File: src/rtl/inst_fetch_queue.sv
// Fetch queue: 1-cycle ROM reads into a DEPTH ring, valid/ready to IF/ID, fetch-to-valid 2 cycles; issue stalls when ring+in-flight fill DEPTH.
// IFQ_BYPASS_EN: a kept response landing on an empty ring drives the outputs in its arrival cycle (1-cycle latency).
module inst_fetch_queue #(
  parameter int                ADDR_W   = 32,
  parameter int                DATA_W   = 32,
  parameter int                DEPTH    = 4,
  parameter logic [ADDR_W-1:0] RESET_PC = '0
) (
  input  logic              clk,
  input  logic              rst,
  output logic              rom_ce_o,
  output logic [ADDR_W-1:0] rom_addr_o,
  input  logic [DATA_W-1:0] rom_data_i,
  output logic              inst_valid_o,
  output logic [DATA_W-1:0] inst_o,
  output logic [ADDR_W-1:0] pc_o,
  input  logic              inst_ready_i,
  input  logic              branch_flag_i,
  input  logic [ADDR_W-1:0] branch_target_address_i
);
  localparam int PW = $clog2(DEPTH);
  localparam int CW = PW + 1;
  localparam logic [CW:0] DEPTH_C = (CW+1)'(DEPTH);

  logic [ADDR_W-1:0] pc_q, target_q, infl_pc_q;
  logic [DATA_W-1:0] mem_dat [DEPTH];
  logic [ADDR_W-1:0] mem_pc  [DEPTH];
  logic [PW-1:0]     head_q, tail_q;
  logic [CW-1:0]     count_q;
  logic              inflight_q, keep_q, redirect_pend_q;

  logic q_empty, resp_kept, bypass, pop, pop_q, push, issue, wr_en;

  assign q_empty   = (count_q == '0);
  assign resp_kept = inflight_q && keep_q;
`ifdef IFQ_BYPASS_EN
  assign bypass = q_empty && resp_kept;
`else
  assign bypass = 1'b0;
`endif

  assign inst_valid_o = !q_empty || bypass;

  always_comb begin
    inst_o = '0;
    pc_o   = '0;
    if (!q_empty) begin
      inst_o = mem_dat[head_q];
      pc_o   = mem_pc[head_q];
    end else if (bypass) begin
      inst_o = rom_data_i;
      pc_o   = infl_pc_q;
    end
  end

  assign pop   = inst_valid_o && inst_ready_i;
  assign pop_q = pop && !q_empty;
  // A bypassed response consumed in its arrival cycle never occupies a slot.
  assign push  = resp_kept && !(bypass && pop);

  assign rom_ce_o   = !rst && (({1'b0, count_q} + {{CW{1'b0}}, inflight_q}) < DEPTH_C);
  assign rom_addr_o = pc_q;
  assign issue      = rom_ce_o && !branch_flag_i;

  // On a redirect only an unpopped response landing on an empty ring survives as the delay slot.
  assign wr_en = push && (!branch_flag_i || (!pop && q_empty));

  always_ff @(posedge clk) begin
    if (!rst && wr_en) begin
      mem_dat[tail_q] <= rom_data_i;
      mem_pc[tail_q]  <= infl_pc_q;
    end
  end

  always_ff @(posedge clk) begin
    if (rst) begin
      pc_q            <= RESET_PC;
      target_q        <= '0;
      infl_pc_q       <= '0;
      head_q          <= '0;
      tail_q          <= '0;
      count_q         <= '0;
      inflight_q      <= 1'b0;
      keep_q          <= 1'b0;
      redirect_pend_q <= 1'b0;
    end else begin
      inflight_q <= issue;
      if (issue) begin
        infl_pc_q       <= pc_q;
        keep_q          <= 1'b1;
        pc_q            <= redirect_pend_q ? target_q : pc_q + ADDR_W'(4);
        redirect_pend_q <= 1'b0;
      end
      if (branch_flag_i) begin
        keep_q <= 1'b0;
        if (pop) begin
          head_q  <= '0;
          tail_q  <= '0;
          count_q <= '0;
          pc_q    <= branch_target_address_i;
        end else if (!q_empty) begin
          tail_q  <= head_q + 1'b1;
          count_q <= CW'(1);
          pc_q    <= branch_target_address_i;
        end else if (resp_kept) begin
          tail_q  <= tail_q + 1'b1;
          count_q <= CW'(1);
          pc_q    <= branch_target_address_i;
        end else begin
          // Delay slot not yet fetched: fetch old pc_q first, then jump.
          redirect_pend_q <= 1'b1;
          target_q        <= branch_target_address_i;
        end
      end else begin
        if (push)  tail_q <= tail_q + 1'b1;
        if (pop_q) head_q <= head_q + 1'b1;
        count_q <= count_q + CW'(push) - CW'(pop_q);
      end
    end
  end
endmodule

File: config.mk
export PLATFORM = sky130hd
export DESIGN_NAME = inst_fetch_queue
export DESIGN_NICKNAME = d
export VERILOG_FILES = /design/src/rtl/inst_fetch_queue.sv
export SDC_FILE = /design/constraint.sdc
export NUM_CORES = 1
export LEC_CHECK = 0
export CORE_UTILIZATION = 50
export DETAILED_ROUTE_END_ITERATION = 10
export PLACE_DENSITY_LB_ADDON = 0.25
export SYNTH_ARGS = -nofsm -noshare
export SYNTH_HDL_FRONTEND = slang
export SYNTH_SLANG_ARGS = --single-unit
export TNS_END_PERCENT = 5
File: constraint.sdc
create_clock -name clk -period 4.58 [get_ports clk]
set_input_delay 0.458 -clock clk [delete_from_list [all_inputs] [get_ports clk]]
set_output_delay 0.458 -clock clk [all_outputs]
set_load 0.01 [all_outputs]
**Yosys cells after proc, flatten, opt, wreduce, memory -nomap -nowiden**

Memory sizes are Yosys's and may differ from the RTL's. A register that Yosys moved wholly into a read port is not among the register bits.
Index checks and enable logic that the tools add are counted.
Widths: inputs -> output; s select.

- Equality and inequality tests: 2
- $add $sub $neg: 6
- Multiply operators: 0
- Reductions and logical operators: 18
- Order comparisons: 1
- Shift operators: 0
- Bitwise gates (word level): 2
- Divide/modulo/power cells: 0
- Multiplexer cells: 30

Operators by type and width:

| cell | number |
|---|---|
| $mux 32 | 8 |
| $add 32x3->32 const B | 1 |
| $mux 2 | 11 |
| $mux 3 | 4 |
| $logic_and 1x1->1 | 8 |
| $mux 1 | 7 |
| $add 2x1->2 const B | 2 |
| $add 3x1->4 | 1 |
| $logic_not 1->1 | 4 |
| $lt 4x3->1 const B | 1 |
| $ne 4x2->1 const B | 1 |
| $reduce_and 4->1 | 1 |
| $add 3x1->3 | 1 |
| $logic_not 3->1 | 1 |
| $sub 3x1->3 | 1 |
| $ne 2x1->1 const B | 1 |
| $not 1->1 | 2 |
| $reduce_and 2->1 | 1 |
| $reduce_bool 2->1 | 1 |
| $reduce_or 2->1 | 1 |
| $logic_or 1x1->1 | 1 |

- Latch bits: 0
- Logic and storage cells: 70
- Memories kept: 2
- Bits in read-only memories: 0
- Memory bits (writable): 256
- Register bits: 106
- Input bits: 68

Memories:

| memory | words | width | rd ports | clocked after Yosys merged registers in | wr ports | RTL line | text |
|---|---|---|---|---|---|---|---|
| mem_dat | 4 | 32 | 1 | 1 | 1 | 26 | `logic [DATA_W-1:0] mem_dat [DEPTH];` |
| mem_pc | 4 | 32 | 1 | 1 | 1 | 27 | `logic [ADDR_W-1:0] mem_pc [DEPTH];` |

**Longest topological paths before layout**

Gate-level depths: netlist (run 1).

- Depth in word-level cells: 10
- Gate-level depth with buffers: 9

**Worst setup path after synthesis (run 1)**

OpenSTA, ideal clock, no wires.

- Path kind: flip-flop to flip-flop
- Start: register count_q[1]
- End: memory mem_dat[0][0], enable pin
- Stages on the path, launching flop included: 5
- Data arrival time: 2.740 ns
- Path buffers: 0
- Data required time: 4.151 ns
- Slack: 1.411 ns
- Setup time: 0.429 ns
- Cells stage by stage: dfxtp_1 nor3_1 inv_1 a211oi_1 and2_1

- Word-level cells in the longest chain between the ends: 10

Ends and longest elaborated chain:

| what | RTL line | text |
|---|---|---|
| start: declaration | 29 | `logic [CW-1:0] count_q;` |
| start signal: assignment | 117 | `count_q <= count_q + CW'(push) - CW'(pop_q);` |
| $logic_not 3->1 * | 34 | `assign q_empty = (count_q == '0);` |
| $logic_not 1->1 | n/a |  |
| $logic_and 1x1->1 | 56 | `assign pop = inst_valid_o && inst_ready_i;` |
| $logic_not 1->1 | 66 | `assign wr_en = push && (!branch_flag_i \|\| (!pop && q_empty));` |
| $logic_and 1x1->1 * | 66 |  |
| $logic_or 1x1->1 * | 66 |  |
| $logic_and 1x1->1 * | 66 |  |
| $logic_and 1x1->1 * | 69 | `if (!rst && wr_en) begin` |
| $mux 1 * | 69 |  |
| $mux 1 (not written as such) * | 70 | `mem_dat[tail_q] <= rom_data_i;` |
| end: declaration | 26 |  |

Every way passes the cells marked *; elsewhere a longest branch is shown, timed or not.

==> results.yml, run 1 <==
cts:
  cts_max_path_buffers: 3
  cts.clk_slew.worst_paths_ns: 0.06
  numCtsBuffers: 37
  cts_root_buf: "clkbuf_16"
  post_cts_buffers: 0
  htreeDepth: 2
  clock_latency_ns: 0.51
  hold_buffers: 0
  cts_sinks: 364
  cts_tree: "done"
  cts_resized: 0
grt:
  grt_pass1_vias: 9188
  overflow: 0
  track_usage: 0.2115
  antenna_found_initial: 0
  grt_max_degree: 65
  grt_pass1_wl_um: 50250
cells_and_area:
  antenna_cells: 0
  layout_common_cells: "256 x edfxtp_1, 164 x clkdlybuf4s50_1, 161 x nand2_1"
  nNetsFinal: 1294
  nFillCells: 2181
  drive_gt1_frac: 0.1215
  final_area_um2: 17970
  layout_commonest_cell: "edfxtp_1"
  syn_to_final_growth_pct: 21.22
timing:
  period_share: 0.7360
  relSlewSlack: 0.3121
  fin_crit_ns: 3.371
  setup-tns-final_ns: 0
  slew_violations: 0
  hold_viol_final: 0
  finalSetupViolCount: 0
  finalClockSkew_ns: 0.02130
  worst_pin_slew_ns: 1.025
  rsz0062_at_grt: "false"
  fmax_ghz: 0.2966
floorplan:
  dieArea_um2: 30340
  design.core.area_um2: 28940
  num_rows: 62
  die_width_um: 174.2
  die_h_um: 174.2
  io_pins: 166
  start_util: 0.5123
synth:
  yosys.area.top_type: "edfxtp_1"
  synth_top_cell_area_share: 0.5186
  synth_cell_types: 66
  ys_ff_latch: 364
  syn_avg_cell_area_um2: 13.85
  seq_area_frac_synth: 0.6645
  syn_inst: 1070
  synth_ff_type: "edfxtp_1"
  syn_area_um2: 14820
  synth_edf_count: 256
  postSynthNetCount: 1148
  async_flop_share: 0
  synth_warnings: 0
  synthTopCellsByArea: "edfxtp_1 52%, dfxtp_1 15%, mux4_2 9.7%"
setup_path:
  crit_type: "reg -> out"
  r2r-start: "count_q[1]$_SDFFE_PP0N_"
  cp.required_ns: 4.12
  endpoint_kind: "output port"
  slowest_delay_ns: 0.82
  worst_path_max_delay_cell: "dfxtp_4"
  crit_chain: "buf_4 > mux4_2 > and2_1 > clkdlybuf4s50_1"
  arrival_ns: 2.91
  ff2ff_path_depth: 4
  path_max_fanout: 36
  critPathLaunchType: "register"
  r2r_slack_ns: 1.53
placement:
  dp_hpwl_um: 19400
  port_buffers: 165
  dpl_cell_area_um2: 16700
  place_congestion: 0.8466
flow_run:
  max_cap_viol_count: 0
hold_path:
  hold_start: "rst"
  holdPathStages: 2
  hp-class: "in -> reg"
outcome:
  status: "finished clean"
routing:
  drt_iter0_markers: 818
  ant_nets: 0
  wl_per_cell_um: 19.65
  vias: 9305
  drc: 0
  routed_wl_um: 31980
  first_pass_iters: 5
  routed_via_density: 5.719
power_and_ir_drop:
  irDropWorstVdd_mv: 0.2432
  leakage_uw: 0.005898
  cellPowerDensity_nw_per_um2: 462.6
per-stage QoR:
step / worst slack (ns) / utilization / hold WS (ns) / total power [uW] / cells
global route: 0.9958 / 0.6210 / 0.3639 / 8621 / 1627
CTS: 1.110 / 0.6210 / 0.3518 / 8367 / 1627
global placement: 1.557 / 0.5772 / 0.4378 / 5233 / 1561
floorplan: 1.411 / - / 0.4312 / 4607 / 1070
detailed placement: 1.424 / 0.5772 / 0.4436 / 5248 / 1561
finish: 1.209 / 0.6210 / 0.3633 / 8312 / 1627
critical path, delay by kind of cell, from the launching register on:
| kind | cells | cell delay (ns) |
|---|---|---|
| simple gates | 1 | 0.17 |
| flops | 1 | 0.82 |
| mux | 1 | 0.54 |
| buf+inv | 2 | 0.86 |
area by class of cell:
cell class                      instances  area [um^2]  area share
Clock inverter                         16        260.3     0.01448
Multi-Input combinational cell        624         4571      0.2544
Tap cell                              384        480.5     0.02674
Sequential cell                       364         9857      0.5486
Inverter                                9        33.78    0.001880
Timing Repair Buffer                  180         1759     0.09790
Clock buffer                           50         1007     0.05605
worst paths after layout:
check | to
max | inst_o[26]
min | infl_pc_q[26]$_SDFFE_PP0N_
max reg2reg | mem_dat[3][11]$_DFFE_PP_
min reg2reg | target_q[14]$_SDFFE_PP0P_
flip-flops by register name, indices dropped and copies added (netlist names), named ones only:
signal,flops
redirect_pend_q,1
mem_dat,128
head_q,2
rom_addr_o,32
target_q,32
inflight_q,1
keep_q,1
infl_pc_q,32
tail_q,2
mem_pc,128
count_q,3
where the power goes:
part	switching, uW	internal, uW	total, uW
Combinational	650	661	1310
Clock	1190	1940	3130
Sequential	214	3660	3870
Total	2050	6260	8310
metal layers:
metal	routed length, um	vias up	track usage
li1	-	4310	-
met1	14270	4588	0.2986
met2	14930	360	0.3375
met3	2165	47	0.04199
met4	609	0	0.05373
met5	0	-	0
synthesized netlist by cell type, types with 3 or more instances:
cell      count
edfxtp_1    256
nand2_1     161
dfxtp_1     108
a21oi_1      92
and2_1       68
mux4_2       64
clkbuf_1     50
nor2_1       32
o21ai_0      32
nand3_1      26
a31oi_1      13
nor3_1       13
a211oi_1      9
ha_1          9
inv_1         9
and3_1        8
buf_1         8
mux2i_1       8
xnor2_1       8
o41ai_1       7
clkbuf_8      6
nor4_1        6
o221ai_1      5
o211ai_1      4
o21a_1        4
o22ai_1       4
a21o_1        3
mux2_2        3
nand2b_1      3
nand4_1       3
o31ai_1       3
cells by family after synthesis:
kind of cell / Yosys count / share of synthesized area
AND/OR/NAND/NOR: 336 / 0.1099
adder cells (fa/ha/maj): 10 / 0.008948
XOR/XNOR: 10 / 0.005909
AO/OA/AOI/OAI: 193 / 0.07799
flip-flops: 364 / 0.6645
buffers and inverters: 82 / 0.02785
multiplexers: 75 / 0.1049
No activity file was read; power rests on OpenSTA's default activity.
==> inputs of run 2 (changes only) <==
- clock period: 4.58 -> 2.9 ns (I/O delays scaled with it)
==> results.yml, run 2 (same netlist as run 1, synthesis figures left out) <==
outcome:
  status: "finished clean"
cells_and_area:
  layout_common_cells: "256 x edfxtp_1, 164 x clkdlybuf4s50_1, 161 x nand2_1"
  drive_gt1_frac: 0.1405
  layout_commonest_cell: "edfxtp_1"
  syn_to_final_growth_pct: 23.06
  nFillCells: 2174
  reg.largest.list: "mem_dat: 128 flops, mem_pc: 128 flops"
  multi_input_area_um2: 4576
  nNetsFinal: 1317
  antenna_cells: 0
  seqCellArea_um2: 9857
routing:
  routed_wl_um: 32080
  drt_iter0_markers: 901
  first_pass_iters: 5
  ant_nets: 0
  drc: 0
  vias: 9260
  wl_per_cell_um: 19.43
  routed_via_density: 5.609
setup_path:
  critPathLaunchType: "register"
  cp.required_ns: 2.61
  path_max_fanout: 19
  crit_type: "reg -> out"
  ff2ff_path_depth: 5
  worst_path_max_delay_cell: "mux4_2"
  endpoint_kind: "output port"
  arrival_ns: 2.47
  slowest_delay_ns: 0.59
  crit_chain: "buf_4 > mux4_2 > and2_1 > clkdlybuf4s50_1"
power_and_ir_drop:
  clock_power_share: 0.370
  totalPowerFinal_uw: 13050
  cellPowerDensity_nw_per_um2: 715.5
  leakage_uw: 0.006043
  irDropWorstVdd_mv: 0.4124
  p_int_uw: 9844
  switching_share: 0.2458
  power_frac_comb: 0.167
  power.net_switching_uw: 3208
  pwr-share-seq: 0.463
timing:
  rsz0062_at_grt: "false"
  relSlewSlack: 0.3496
  period_share: 0.9530
  finalClockSkew_ns: 0.02095
  fmax_ghz: 0.3618
  finalSetupViolCount: 0
  whs_ns: 0.07614
  slew_violations: 0
  worst_pin_slew_ns: 0.9745
  hold_viol_final: 0
  setup-tns-final_ns: 0
  worst_slack_ns: 0.1363
  fin_crit_ns: 2.764
placement:
  port_buffers: 165
  post-place-ws_ns: 0.3711
  dp_hpwl_um: 20560
  place_congestion: 0.9108
hold_path:
  holdPathStages: 2
  hp-class: "in -> reg"
cts:
  post_cts_buffers: 0
  htreeDepth: 2
  cts_sinks: 364
  clock_latency_ns: 0.51
  cts_resized: 0
  numCtsBuffers: 37
  cts_tree: "done"
  cts_max_path_buffers: 3
  cts.clk_slew.worst_paths_ns: 0.06
  hold_buffers: 0
  cts_root_buf: "clkbuf_16"
floorplan:
  design.core.area_um2: 28940
  io_pins: 166
  die_h_um: 174.2
  die_width_um: 174.2
  dieArea_um2: 30340
  start_util: 0.5123
  num_rows: 62
grt:
  grt_max_degree: 67
  grt_pass1_vias: 9046
  grt_pass1_wl_um: 50890
  track_usage: 0.2138
  antenna_found_initial: 0
  overflow: 0
flow_run:
  max_cap_viol_count: 0
## run 2: cell types whose count changed in the layout (fill, tap and decap cells not counted), sizes merged
cell,delta
bufinv,-1
clkbuf,-3
buf,+23
clkinv,+5
## run 2: layout make-up
class,count,share of cell area
inverter,9,0.001852
clock inverter,20,0.01399
sequential,364,0.5404
timing repair buffer,203,0.1121
multi-input combinational,624,0.2508
tap,384,0.02634
clock buffer,47,0.05453
## run 2: layer usage
layer | part of all wire | routed length (um) | vias to the layer above | GRT usage
met1 | 0.45 | 14420 | 4496 | 0.3104
met5 | 0 | 0 | - | 0
met3 | 0.072 | 2307 | 41 | 0.03828
met2 | 0.46 | 14860 | 359 | 0.3353
met4 | 0.015 | 491 | 0 | 0.05263
li1 | - | - | 4364 | -
## run 2: worst max-delay path: cells and delay by family, from the launching register on
family        cells  cell delay [ns]
flops             1             0.36
simple gates      1             0.18
mux               1             0.59
buf+inv           2             0.83
## run 2: stage by stage
step / util / area [um^2] / std cells
after global placement: 0.5870 / 16990 / 1584
after CTS: 0.6302 / 18240 / 1651
after detailed placement: 0.5870 / 16990 / 1584
after floorplan: - / 14820 / 1070
final: 0.6304 / 18240 / 1651
after global routing: 0.6304 / 18240 / 1651
## run 2: worst paths after layout
kind,end,slack [ns],start
worst max-delay path,pc_o[22],0.14,register
worst min-delay path,infl_pc_q[24]$_SDFFE_PP0N_,0.08,rst
worst max register to register,mem_dat[1][17]$_DFFE_PP_,0.55,count_q[1]$_SDFFE_PP0N_
worst min register to register,target_q[11]$_SDFFE_PP0P_,0.45,target_q[11]$_SDFFE_PP0P_
## run 2: power by group through the flow
stage                     Clock (uW)  Sequential, uW  Combinational [uW]
after CTS                       4930            6040                2200
after detailed placement           0            6150                2190
after global routing            5140            6070                2370
after floorplan                    0            6090                1180
final                           4820            6040                2180
after global placement             0            6140                2160
==> inputs of run 3 (changes only) <==
- SETUP_SLACK_MARGIN: not set -> 0.1
==> results.yml, run 3 (same netlist as run 1, synthesis figures left out) <==
placement:
  place_congestion: 0.9108
  dpl_cell_area_um2: 16990
  dp.cells: 1584
  dp_hpwl_um: 20560
  port_buffers: 165
setup_path:
  r2r_slack_ns: 0.55
  r2r-start: "count_q[1]$_SDFFE_PP0N_"
  ff2ff_path_depth: 5
  endpoint_kind: "output port"
  crit_type: "reg -> out"
  critPathLaunchType: "register"
  arrival_ns: 2.45
  slowest_delay_ns: 0.58
  path_max_fanout: 19
  r2r_end: "mem_dat[1][17]$_DFFE_PP_"
  crit_chain: "buf_6 > mux4_2 > and2_1 > clkdlybuf4s50_1"
  cp.required_ns: 2.61
  worst_path_max_delay_cell: "mux4_2"
routing:
  routed_wl_um: 32240
  ant_nets: 0
  first_pass_iters: 5
  vias: 9305
  drt_iter0_markers: 961
  routed_via_density: 5.633
  wl_per_cell_um: 19.52
  drc: 0
timing:
  slew_violations: 0
  fin_crit_ns: 2.741
  finalSetupViolCount: 0
  finalClockSkew_ns: 0.02047
  worst_pin_slew_ns: 0.9280
  rsz0062_at_grt: "true"
  relSlewSlack: 0.3807
  fmax_ghz: 0.3649
  setup-tns-final_ns: 0
  period_share: 0.9450
  hold_viol_final: 0
power_and_ir_drop:
  cellPowerDensity_nw_per_um2: 715.3
  irDropWorstVdd_mv: 0.4127
  power_frac_comb: 0.168
  switching_share: 0.2463
  clock_power_share: 0.370
  leakage_uw: 0.006058
  power.net_switching_uw: 3220
  p_int_uw: 9854
  totalPowerFinal_uw: 13070
  pwr-share-seq: 0.463
grt:
  grt_max_degree: 67
  overflow: 0
  track_usage: 0.2138
  grt_pass1_vias: 9046
  antenna_found_initial: 0
  grt_pass1_wl_um: 50890
cells_and_area:
  nFillCells: 2169
  syn_to_final_growth_pct: 23.31
  drive_gt1_frac: 0.1412
  fin_util: 0.6317
  reg.largest.list: "mem_dat: 128 flops, mem_pc: 128 flops"
  final_area_um2: 18280
  nNetsFinal: 1318
  antenna_cells: 0
  layout_commonest_cell: "edfxtp_1"
  layout_common_cells: "256 x edfxtp_1, 164 x clkdlybuf4s50_1, 161 x nand2_1"
  instances_no_fill: 1652
cts:
  cts.clk_slew.worst_paths_ns: 0.06
  numCtsBuffers: 37
  htreeDepth: 2
  clock_latency_ns: 0.51
  cts_root_buf: "clkbuf_16"
  cts_tree: "done"
  cts_max_path_buffers: 3
  cts_sinks: 364
hold_path:
  hp-class: "in -> reg"
  holdPathStages: 2
  hold_end: "infl_pc_q[24]$_SDFFE_PP0N_"
  hold_start: "rst"
flow_run:
  max_cap_viol_count: 0
floorplan:
  start_util: 0.5123
  design.core.area_um2: 28940
  dieArea_um2: 30340
  io_pins: 166
  die_h_um: 174.2
  num_rows: 62
  die_width_um: 174.2
outcome:
  status: "finished clean"
-- run 3: layout make-up --
| class | instances | area [um^2] | area share |
|---|---|---|---|
| Clock buffer | 47 | 994.7 | 0.05442 |
| Inverter | 9 | 33.78 | 0.001848 |
| Multi-Input combinational cell | 624 | 4576 | 0.2503 |
| Timing Repair Buffer | 204 | 2081 | 0.1138 |
| Sequential cell | 364 | 9857 | 0.5393 |
| Clock inverter | 20 | 255.2 | 0.01396 |
| Tap cell | 384 | 480.5 | 0.02629 |
-- run 3: timing repair --
| action | 4_1_cts | 5_1_grt |
|---|---|---|
| gates resized for setup | 1 | 2 |
| buffers inserted | 0 | 0 |
| gates cloned | 0 | 1 |
| hold buffers | 0 | 0 |
| endpoints found under the setup margin | 7 | 64 |
-- run 3: power groups by stage --
stage	combinational, uW	sequential (uW)	clock [uW]
after floorplan	1180	6090	0
after global placement	2160	6140	0
after global routing	2380	6080	5140
final	2190	6050	4830
after CTS	2200	6040	4930
after detailed placement	2190	6150	0
-- run 3: how the worst max path moves through the flow --
stage | endpoint | slack [ns]
final | pc_o[22] | 0.16
after detailed placement | mem_dat[1][25]$_DFFE_PP_ | 0.37
after CTS | pc_o[15] | 0.08
after global routing | pc_o[22] | 0.06
after global placement | mem_pc[1][13]$_DFFE_PP_ | 0.46
after floorplan | mem_dat[3][0]$_DFFE_PP_ | -0.27
-- run 3: per-layer routing --
metal | wire [um] | GRT usage | share of wire | vias up
met2 | 14900 | 0.3353 | 0.46 | 387
met5 | 0 | 0 | 0 | -
met1 | 14480 | 0.3104 | 0.45 | 4520
met4 | 473 | 0.05263 | 0.015 | 0
met3 | 2390 | 0.03828 | 0.074 | 39
li1 | - | - | - | 4359
-- run 3: worst max-delay path, delay by kind of cell (launching register included) --
kind | cells | cell delay, ns
simple gates | 1 | 0.18
flops | 1 | 0.41
mux | 1 | 0.58
buf+inv | 2 | 0.77
-- run 3: through the flow --
| step | hold slack, ns | setup WS, ns |
|---|---|---|
| after floorplan | 0.3889 | -0.2682 |
| after global placement | 0.4369 | 0.4584 |
| after detailed placement | 0.4455 | 0.3711 |
| after CTS | 0.06701 | 0.07532 |
| after global routing | 0.07937 | 0.05790 |
| final | 0.07207 | 0.1595 |
